**src/rtl/alu_pkg.sv**
```systemverilog
// Shared definitions for the ALU command controller: function codes, class decode,
// FSM encoding and default sizing.
package alu_pkg;

    localparam int WIDTH_DEFAULT   = 16;
    localparam int TIMEOUT_DEFAULT = 4;

    localparam logic [3:0] FN_ADD  = 4'h0;
    localparam logic [3:0] FN_SUB  = 4'h1;
    localparam logic [3:0] FN_MUL  = 4'h2;
    localparam logic [3:0] FN_DIV  = 4'h3;
    localparam logic [3:0] FN_AND  = 4'h4;
    localparam logic [3:0] FN_OR   = 4'h5;
    localparam logic [3:0] FN_NAND = 4'h6;
    localparam logic [3:0] FN_NOR  = 4'h7;
    localparam logic [3:0] FN_NOP  = 4'h8;
    localparam logic [3:0] FN_EQ   = 4'h9;
    localparam logic [3:0] FN_GT   = 4'hA;
    localparam logic [3:0] FN_LT   = 4'hB;
    localparam logic [3:0] FN_SLL  = 4'hC;
    localparam logic [3:0] FN_SRL  = 4'hD;
    localparam logic [3:0] FN_SRA  = 4'hE;
    localparam logic [3:0] FN_ROL  = 4'hF;

    typedef enum logic [2:0] {
        CLS_ARITH,
        CLS_LOGIC,
        CLS_NOP,
        CLS_CMP,
        CLS_SHIFT
    } func_cls_e;

    typedef enum logic [1:0] {
        ST_IDLE,
        ST_WAIT,
        ST_RESP
    } state_e;

    function automatic func_cls_e func_class(input logic [3:0] f);
        func_cls_e cls;
        case (f)
            FN_ADD, FN_SUB, FN_MUL, FN_DIV:  cls = CLS_ARITH;
            FN_AND, FN_OR, FN_NAND, FN_NOR:  cls = CLS_LOGIC;
            FN_EQ, FN_GT, FN_LT:             cls = CLS_CMP;
            FN_SLL, FN_SRL, FN_SRA, FN_ROL:  cls = CLS_SHIFT;
            default:                         cls = CLS_NOP;
        endcase
        return cls;
    endfunction

endpackage

```
**src/rtl/alu_ctrl_if.sv**
```systemverilog
// Command/response bus plus the ALU operand and result lines of the controller.
interface alu_ctrl_if #(
    parameter int width = 16
);
    logic                 cmd_valid;
    logic                 cmd_ready;
    logic [3:0]           cmd_func;
    logic [width-1:0]     cmd_a;
    logic [width-1:0]     cmd_b;

    logic [width-1:0]     alu_a;
    logic [width-1:0]     alu_b;
    logic [3:0]           alu_func;

    logic [2*width-1:0]   arith_out;
    logic                 arith_flag;
    logic [width-1:0]     logic_out;
    logic                 logic_flag;
    logic [1:0]           cmp_out;
    logic                 cmp_flag;
    logic [width-1:0]     shift_out;
    logic                 shift_flag;

    logic                 rsp_valid;
    logic                 rsp_ready;
    logic [2*width-1:0]   rsp_data;
    logic                 rsp_err;

    modport slave (
        input  cmd_valid, cmd_func, cmd_a, cmd_b,
        input  arith_out, arith_flag, logic_out, logic_flag,
        input  cmp_out, cmp_flag, shift_out, shift_flag,
        input  rsp_ready,
        output cmd_ready, alu_a, alu_b, alu_func,
        output rsp_valid, rsp_data, rsp_err
    );

    modport master (
        output cmd_valid, cmd_func, cmd_a, cmd_b,
        output arith_out, arith_flag, logic_out, logic_flag,
        output cmp_out, cmp_flag, shift_out, shift_flag,
        output rsp_ready,
        input  cmd_ready, alu_a, alu_b, alu_func,
        input  rsp_valid, rsp_data, rsp_err
    );
endinterface

```
**src/rtl/alu_rsp_sel.sv**
```systemverilog
// Picks the result/valid pair belonging to the class of the issued function and
// widens it to the response width.
module alu_rsp_sel
    import alu_pkg::*;
#(
    parameter int width = WIDTH_DEFAULT
) (
    input  logic [3:0]         func_i,
    input  logic [2*width-1:0] arith_out_i,
    input  logic               arith_flag_i,
    input  logic [width-1:0]   logic_out_i,
    input  logic               logic_flag_i,
    input  logic [1:0]         cmp_out_i,
    input  logic               cmp_flag_i,
    input  logic [width-1:0]   shift_out_i,
    input  logic               shift_flag_i,
    output logic               flag_o,
    output logic [2*width-1:0] data_o
);

    always_comb begin
        flag_o = 1'b0;
        data_o = '0;
        case (func_class(func_i))
            CLS_ARITH: begin
                flag_o = arith_flag_i;
                data_o = arith_out_i;
            end
            CLS_LOGIC: begin
                flag_o = logic_flag_i;
                data_o = {{width{1'b0}}, logic_out_i};
            end
            CLS_CMP: begin
                flag_o = cmp_flag_i;
                data_o = {{(2*width-2){1'b0}}, cmp_out_i};
            end
            CLS_SHIFT: begin
                flag_o = shift_flag_i;
                data_o = {{width{1'b0}}, shift_out_i};
            end
            default: ;
        endcase
    end

endmodule

```
**src/rtl/alu_ctrl.sv**
```systemverilog
// Issues one command at a time to an external ALU, waits for the matching result
// (bounded by TIMEOUT) and returns it over a valid/ready response.
//
//  state   | meaning
//  IDLE    | ready for a command; NOP and divide-by-zero answered without the ALU
//  WAIT    | operands on the ALU; waiting for the class flag or timeout
//  RESP    | response held until rsp_ready
module alu_ctrl
    import alu_pkg::*;
#(
    parameter int width   = WIDTH_DEFAULT,
    parameter int TIMEOUT = TIMEOUT_DEFAULT
) (
    input  logic       clk,
    input  logic       rst,
    alu_ctrl_if.slave  bus
);

    localparam int CNT_W = (TIMEOUT > 1) ? $clog2(TIMEOUT) : 1;

    state_e               state_q, state_d;
    logic [width-1:0]     alu_a_q, alu_a_d;
    logic [width-1:0]     alu_b_q, alu_b_d;
    logic [3:0]           alu_func_q, alu_func_d;
    logic [2*width-1:0]   rsp_data_q, rsp_data_d;
    logic                 rsp_err_q, rsp_err_d;
    logic [CNT_W-1:0]     cnt_q, cnt_d;

    logic                 sel_flag;
    logic [2*width-1:0]   sel_data;

    alu_rsp_sel #(.width(width)) u_rsp_sel (
        .func_i       (alu_func_q),
        .arith_out_i  (bus.arith_out),
        .arith_flag_i (bus.arith_flag),
        .logic_out_i  (bus.logic_out),
        .logic_flag_i (bus.logic_flag),
        .cmp_out_i    (bus.cmp_out),
        .cmp_flag_i   (bus.cmp_flag),
        .shift_out_i  (bus.shift_out),
        .shift_flag_i (bus.shift_flag),
        .flag_o       (sel_flag),
        .data_o       (sel_data)
    );

    always_ff @(posedge clk or posedge rst) begin
        if (rst) begin
            state_q    <= ST_IDLE;
            alu_a_q    <= '0;
            alu_b_q    <= '0;
            alu_func_q <= FN_NOP;
            rsp_data_q <= '0;
            rsp_err_q  <= 1'b0;
            cnt_q      <= '0;
        end else begin
            state_q    <= state_d;
            alu_a_q    <= alu_a_d;
            alu_b_q    <= alu_b_d;
            alu_func_q <= alu_func_d;
            rsp_data_q <= rsp_data_d;
            rsp_err_q  <= rsp_err_d;
            cnt_q      <= cnt_d;
        end
    end

    always_comb begin
        state_d    = state_q;
        alu_a_d    = alu_a_q;
        alu_b_d    = alu_b_q;
        alu_func_d = alu_func_q;
        rsp_data_d = rsp_data_q;
        rsp_err_d  = rsp_err_q;
        cnt_d      = cnt_q;
        case (state_q)
            ST_IDLE: begin
                if (bus.cmd_valid) begin
                    alu_a_d = bus.cmd_a;
                    alu_b_d = bus.cmd_b;
                    if (bus.cmd_func == FN_NOP) begin
                        rsp_data_d = '0;
                        rsp_err_d  = 1'b0;
                        state_d    = ST_RESP;
                    end else if (bus.cmd_func == FN_DIV && bus.cmd_b == '0) begin
                        // never reaches the ALU, so alu_func is left at NOP
                        rsp_data_d = '0;
                        rsp_err_d  = 1'b1;
                        state_d    = ST_RESP;
                    end else begin
                        alu_func_d = bus.cmd_func;
                        cnt_d      = CNT_W'(TIMEOUT - 1);
                        state_d    = ST_WAIT;
                    end
                end
            end
            ST_WAIT: begin
                if (sel_flag) begin
                    rsp_data_d = sel_data;
                    rsp_err_d  = 1'b0;
                    alu_func_d = FN_NOP;
                    cnt_d      = '0;
                    state_d    = ST_RESP;
                end else if (cnt_q == '0) begin
                    rsp_data_d = '0;
                    rsp_err_d  = 1'b1;
                    alu_func_d = FN_NOP;
                    state_d    = ST_RESP;
                end else begin
                    cnt_d = cnt_q - 1'b1;
                end
            end
            ST_RESP: begin
                if (bus.rsp_ready) begin
                    state_d = ST_IDLE;
                end
            end
            default: state_d = ST_IDLE;
        endcase
    end

    assign bus.cmd_ready = (state_q == ST_IDLE) && !rst;
    assign bus.rsp_valid = (state_q == ST_RESP);
    assign bus.rsp_data  = rsp_data_q;
    assign bus.rsp_err   = rsp_err_q;
    assign bus.alu_a     = alu_a_q;
    assign bus.alu_b     = alu_b_q;
    assign bus.alu_func  = alu_func_q;

endmodule

```
**src/flat_wrapper.sv**
```systemverilog
// flat-port wrapper written by rule: the top's interface ports become plain ports
module alu_ctrl_flat import alu_pkg::*;
#(
    parameter int width   = WIDTH_DEFAULT,
    parameter int TIMEOUT = TIMEOUT_DEFAULT
)
  (clk, rst, bus_cmd_valid, bus_cmd_func, bus_cmd_a, bus_cmd_b, bus_arith_out, bus_arith_flag, bus_logic_out, bus_logic_flag, bus_cmp_out, bus_cmp_flag, bus_shift_out, bus_shift_flag, bus_rsp_ready, bus_cmd_ready, bus_alu_a, bus_alu_b, bus_alu_func, bus_rsp_valid, bus_rsp_data, bus_rsp_err);
  alu_ctrl_if #(.width(width)) bus_i ();
  input  logic clk;
  input  logic rst;
  input wire logic [$bits(bus_i.cmd_valid)-1:0] bus_cmd_valid;
  input wire logic [$bits(bus_i.cmd_func)-1:0] bus_cmd_func;
  input wire logic [$bits(bus_i.cmd_a)-1:0] bus_cmd_a;
  input wire logic [$bits(bus_i.cmd_b)-1:0] bus_cmd_b;
  input wire logic [$bits(bus_i.arith_out)-1:0] bus_arith_out;
  input wire logic [$bits(bus_i.arith_flag)-1:0] bus_arith_flag;
  input wire logic [$bits(bus_i.logic_out)-1:0] bus_logic_out;
  input wire logic [$bits(bus_i.logic_flag)-1:0] bus_logic_flag;
  input wire logic [$bits(bus_i.cmp_out)-1:0] bus_cmp_out;
  input wire logic [$bits(bus_i.cmp_flag)-1:0] bus_cmp_flag;
  input wire logic [$bits(bus_i.shift_out)-1:0] bus_shift_out;
  input wire logic [$bits(bus_i.shift_flag)-1:0] bus_shift_flag;
  input wire logic [$bits(bus_i.rsp_ready)-1:0] bus_rsp_ready;
  output wire logic [$bits(bus_i.cmd_ready)-1:0] bus_cmd_ready;
  output wire logic [$bits(bus_i.alu_a)-1:0] bus_alu_a;
  output wire logic [$bits(bus_i.alu_b)-1:0] bus_alu_b;
  output wire logic [$bits(bus_i.alu_func)-1:0] bus_alu_func;
  output wire logic [$bits(bus_i.rsp_valid)-1:0] bus_rsp_valid;
  output wire logic [$bits(bus_i.rsp_data)-1:0] bus_rsp_data;
  output wire logic [$bits(bus_i.rsp_err)-1:0] bus_rsp_err;
  assign bus_i.cmd_valid = bus_cmd_valid;
  assign bus_i.cmd_func = bus_cmd_func;
  assign bus_i.cmd_a = bus_cmd_a;
  assign bus_i.cmd_b = bus_cmd_b;
  assign bus_i.arith_out = bus_arith_out;
  assign bus_i.arith_flag = bus_arith_flag;
  assign bus_i.logic_out = bus_logic_out;
  assign bus_i.logic_flag = bus_logic_flag;
  assign bus_i.cmp_out = bus_cmp_out;
  assign bus_i.cmp_flag = bus_cmp_flag;
  assign bus_i.shift_out = bus_shift_out;
  assign bus_i.shift_flag = bus_shift_flag;
  assign bus_i.rsp_ready = bus_rsp_ready;
  assign bus_cmd_ready = bus_i.cmd_ready;
  assign bus_alu_a = bus_i.alu_a;
  assign bus_alu_b = bus_i.alu_b;
  assign bus_alu_func = bus_i.alu_func;
  assign bus_rsp_valid = bus_i.rsp_valid;
  assign bus_rsp_data = bus_i.rsp_data;
  assign bus_rsp_err = bus_i.rsp_err;
  alu_ctrl #(.width(width), .TIMEOUT(TIMEOUT)) u_core (.clk(clk), .rst(rst), .bus(bus_i));
endmodule
```
**config.mk**
```make
export PLATFORM = sky130hd
export DESIGN_NAME = alu_ctrl_flat
export DESIGN_NICKNAME = d
export VERILOG_FILES = /design/src/rtl/alu_pkg.sv /design/src/rtl/alu_ctrl_if.sv /design/src/rtl/alu_rsp_sel.sv /design/src/rtl/alu_ctrl.sv /design/src/flat_wrapper.sv
export SDC_FILE = /design/constraint.sdc
export NUM_CORES = 1
export LEC_CHECK = 0
export ABC_AREA = 1
export CORE_MARGIN = 5
export CORE_UTILIZATION = 41
export CTS_CLUSTER_DIAMETER = 80
export CTS_CLUSTER_SIZE = 8
export DETAILED_ROUTE_END_ITERATION = 7
export GPL_TIMING_DRIVEN = 1
export PLACE_DENSITY = 0.79
export SETUP_SLACK_MARGIN = 0.1
export SKIP_CTS_REPAIR_TIMING = 1
export SYNTH_ARGS = -nofsm -noshare
export SYNTH_HDL_FRONTEND = slang
export SYNTH_HIERARCHICAL = 1
export SYNTH_SLANG_ARGS = --single-unit
```
**constraint.sdc**
```tcl
create_clock -name clk -period 2.8 [get_ports clk]
set_clock_uncertainty 0.2 [all_clocks]
set_input_delay 0.28 -clock clk [delete_from_list [all_inputs] [get_ports clk]]
set_output_delay 0.28 -clock clk [all_outputs]
set_load 0.01 [all_outputs]
```
==> metrics <==
initial cell density of the core 42.0%; dpl hpwl 7960 um; Synth area leader dfrtp_1; Worst setup SP type input pin; Final min period 2500 ps; MaxCap Viol Count 0; crit path max-delay cell type clkdlybuf4s50_1; Synth Instances 421; die width 104 um; final setup TNS 0 ps; Distinct cells, synth 28; Total Routing Usage GR 19.0%; Fillers 740; CTS H-tree lvls 3; largest net degree at the start of global routing 42; input/output buffers 180; clock tree from TritonCTS yes; Clock Path Buffers 2; Post-Synth Simple-Gate Area 30.1%; Layout Cells excl Fill 712; slew margin rel. 47.7%; drt via density 4.68; Crit. End Element output pin; Worst Max-Slew Pin Slew 781 ps; GPL Wtd Cong 0.810; Initial DRT Pass Iterations 4; Die H 104 um; post-route setup slack 302 ps; Core Area 8680 um2; Top Layer Used met4; final setup fails 0; met1 wire length 4230 um; DR iter-0 viols 118; crit-path max cell delay 580 ps; Skew-Pair Late Insertion Delay 330 ps; Core Rows 34; Root Buffer clkbuf_8; CP Cell Sequence dlygate4sd3_1 > clkdlybuf4s50_1 > nor3_1 > clkdlybuf4s50_1; worst hold stages 2; initial antenna violation count 0; vias in the first global route 3390; Lkg Pwr 2.70 nW; commonest cells after routing, fill and taps aside clkdlybuf4s50_1, nand2_1, dfrtp_1; area grow syn2layout 54.7%; drt wl/cell 14.5 um; final hold viol count 0; Syn. warnings 6; I/O pin count 181; sequential share of the synthesized area 50.1%; Max Clock Freq 400 MHz; Hold Crit Class reg -> reg; post-layout net count 711; Critical Path AT 2020 ps; pwr dens 981 nW/um2; Tcrit/Tclk final 89.2%; Cell Area, Synth 3650 um2; Critical Setup Path Class in -> out; final antenna-violating net count 0; clock sinks 73; commonest non-fill, non-tap cell in the layout clkdlybuf4s50_1; diode count 0; share of the synthesized area in the top cell type 49.4%; Remaining DRCs 0; met3 WL 553 um; outcome finished, final reports clean; XOR/XNOR Fraction of Synth Area 0%; CTS buffer count 9; first-pass GRT wire length 17000 um; met2 wire len 5410 um; share of cells above drive strength 1 13.2%; mux contribution to synthesized area 9.88%; Worst R2R Path Depth 9; Die Area 10900 um2; Slew Limit Fails 0; Mean Syn Cell Area 8.67 um2; Setup WS pre-CTS 471 ps; routed wire length 10300 um; Synth Area in Adders 0.343%; main area contributors after synthesis dfrtp_1, nand2_1, mux2_2, nor2_1, buf_6; Syn Nets 532; clock transition at the registers of the reported paths 70 ps; RSZ-0062 raised after global routing no; DR vias 3331; CP Data Required Time 2320 ps; Compound-Gate Fraction of Synth Area 1.23%; placed insts 696; #FFs+latches synth 73; CP dominant cell by count clkdlybuf4s50_1; largest family of logic cells by synthesized area simple AND/OR/NAND/NOR gates; Critical Path Fanout Max 2; grt ovf 0; maximum VDD drop 0.501 mV
==> flip-flops by register name (all words and copies together), names as in the netlist <==
name / flops
u_core/bus.alu_b: 16
u_core/bus.alu_func: 4
u_core/state_q: 2
u_core/bus.rsp_err: 1
u_core/bus.rsp_data: 32
u_core/bus.alu_a: 16
u_core/cnt_q: 2
==> per-layer routing <==
metal | GRT usage, % | up-vias
li1 | - | 1667
met1 | 23.8 | 1554
met5 | 0 | -
met4 | 5.18 | 0
met3 | 3.29 | 12
met2 | 33.6 | 98
==> worst max-delay path, delay by kind of cell <==
kind                   cells  cell delay [ps]
buffers and inverters      3             1590
and+or+nand+nor            1              140
==> path summary, 6_finish.rpt <==
kind / start / endpoint / slack [ps]
max reg2reg: u_core/bus.alu_func[3] / u_core/bus.rsp_data[30] / 460
min in group asynchronous: rst / u_core/state_q[1] / 550
max: rst / bus_cmd_ready / 300
max in group asynchronous: rst / u_core/bus.alu_func[3] / 1230
min: u_core/bus.rsp_data[2] / u_core/bus.rsp_data[2] / 270
min reg2reg: u_core/bus.rsp_data[2] / u_core/bus.rsp_data[2] / 270
==> cell usage after synthesis (all sizes together) <==
cell / instances
nand2: 176
dfrtp: 72
nand3: 25
inv: 35
a21oi: 2
nor3: 2
clkbuf: 1
mux2: 32
ha: 1
nor2: 45
or2: 1
buf: 15
o21ai: 4
nand4: 8
nand3b: 1
dfstp: 1
==> metrics by stage <==
step / hold WS, ps / instance area, um2 / power [mW] / utilization, %
floorplan: 160 / 3650 / 3.49 / -
global placement: 253 / 5450 / 4.71 / 62.8
detailed placement: 259 / 5450 / 4.79 / 62.8
CTS: -27.9 / 5640 / 5.60 / 64.9
global route: 298 / 5650 / 5.93 / 65.1
finish: 272 / 5650 / 5.54 / 65.1
==> cells by family after synthesis <==
family          after synthesis
simple gates                258
flops                        73
buf+inv                      51
mux                          32
compound gates                6
fa+ha+maj                     1
==> report_power, final <==
part / switching, mW / internal, mW / total [mW]
logic: 1.40 / 1.49 / 2.89
clock network: 0.379 / 0.407 / 0.786
registers: 0.305 / 1.56 / 1.86
total: 2.09 / 3.45 / 5.54
==> final cells by class <==
class / instances / area [um2] / share of cell area, %
tap: 108 / 135 / 2.39
timing repair buffer: 184 / 1850 / 32.7
clock inverter: 5 / 57.6 / 1.02
sequential: 73 / 1830 / 32.4
clock buffer: 10 / 128 / 2.26
multi-input combinational: 297 / 1520 / 26.9
inverter: 35 / 134 / 2.37
Power figures use the tool's default switching activity.
==> variant, RTL diff (same flow settings) <==
Re-encode `state_e` (3 states) as one-hot, 3 bits wide.
--- a/src/rtl/alu_pkg.sv
+++ b/src/rtl/alu_pkg.sv
@@ -30,10 +30,10 @@
         CLS_SHIFT
     } func_cls_e;
 
-    typedef enum logic [1:0] {
-        ST_IDLE,
-        ST_WAIT,
-        ST_RESP
+    typedef enum logic [2:0] {
+        ST_IDLE = 3'b001,
+        ST_WAIT = 3'b010,
+        ST_RESP = 3'b100
     } state_e;
 
     function automatic func_cls_e func_class(input logic [3:0] f);
Formal check against the unedited RTL: no difference found for any inputs over 4 cycles, from zero or initial values and one cycle with rst high; so few cycles prove little.
==> variant against the unedited design <==
Final cell count increased by 2.0%. Synthesized area decreased by 0.89%. Core utilization increased by 0.25 points. Final area increased by 0.38%. Die area decreased by 0.81%. Sequential cell count increased by 1. Total power decreased by 3.7%. Sequential share of layout area increased by 0.34 points. Setup slack improved by 0.16 ns. Routed wire length increased by 5.4%. Combinational power decreased by 7%. Synthesized cell count increased by 3.1%.
==> variant: results (changes against the unedited design) <==
- Non-clock buffers: 183 (-0.54%)
- Iter 0 DRT Violations: 103 (-13%)
- Synth top cells by count: nand2_1 (181), dfrtp_1 (72), nor2_1 (37)
- Critical path class: flip-flop to flip-flop
- Top cells by area, synth: dfrtp_1 (50%), nand2_1 (19%), mux2_2 (9.0%)
- CP max stage delay: 0.66 ns (+0.08 ns)
- P_int: 3.33 mW (-3.5%)
- Share of layout cells above drive strength 1: 11.3% (-1.9 points)
- Yosys cell types: 24 (-14%)
- FFs & Latches: 74 (+1.4%)
- Peak supply drop: 533 uV (+6.3%)
- CP max-delay cell: dfstp_2
- Placed inst area: 0.00547 mm2 (+0.41%)
- Detailed Route WL: 10900 um (+5.4%)
- Final Cycle Share: 83.6% (-5.6 points)
- Inverters: 40 (+14%)
- NonClk Buf Share: 32.4% (-0.30 points)
- Post-synthesis net count: 545 (+2.4%)
- ClkCell Share: 3.42% (+0.14 points)
- Status: complete, no violations
- Mux contribution to synthesized area: 9.34% (-0.53 points)
- Layout Nets: 724 (+1.8%)
- Final instance area: 0.00567 mm2 (+0.38%)
- Sequential cell area share: 32.7% (+0.34 points)
- Slew HR: 49.2% (+1.5 points)
- DR vias: 3505 (+5.2%)
- Crit path DAT: 2.36 ns (+0.34 ns)
- Vias in the first global route: 3699 (+9.1%)
- Final Wtd Congestion: 0.817 (+0.80%)
- Post-Place Setup Slack: 0.502 ns (+0.0309 ns)
[variant: power by group through the flow]
| stage | Combinational (mW) | Sequential, mW | Clock (mW) |
|---|---|---|---|
| floorplan | 1.28 | 1.99 | 0 |
| global placement | 2.64 | 1.80 | 0 |
| detailed placement | 2.72 | 1.83 | 0 |
| CTS | 2.73 | 1.82 | 0.839 |
| global route | 2.96 | 1.87 | 0.898 |
| finish | 2.70 | 1.81 | 0.815 |
[variant: metrics by stage]
step | utilization, % | instances
after floorplan | - | 434
after global placement | 63.1 | 710
after detailed placement | 63.1 | 710
after CTS | 65.3 | 726
after global routing | 65.3 | 726
final | 65.3 | 726
[variant: metal layers]
layer,share of wire [%],GRT usage [%],up-vias
met5,0,0,-
met4,2.6,8.14,0
met3,5.7,4.66,24
met2,52,35.1,132
met1,40,24.2,1641
li1,-,-,1708
[variant: cells by family (layout without fill, tap and decap cells)]
family	count (synthesis)	count (layout)
simple gates	267	267
fa+ha+maj	1	1
mux	30	30
compound gates	7	7
flops	74	74
buf+inv	55	239
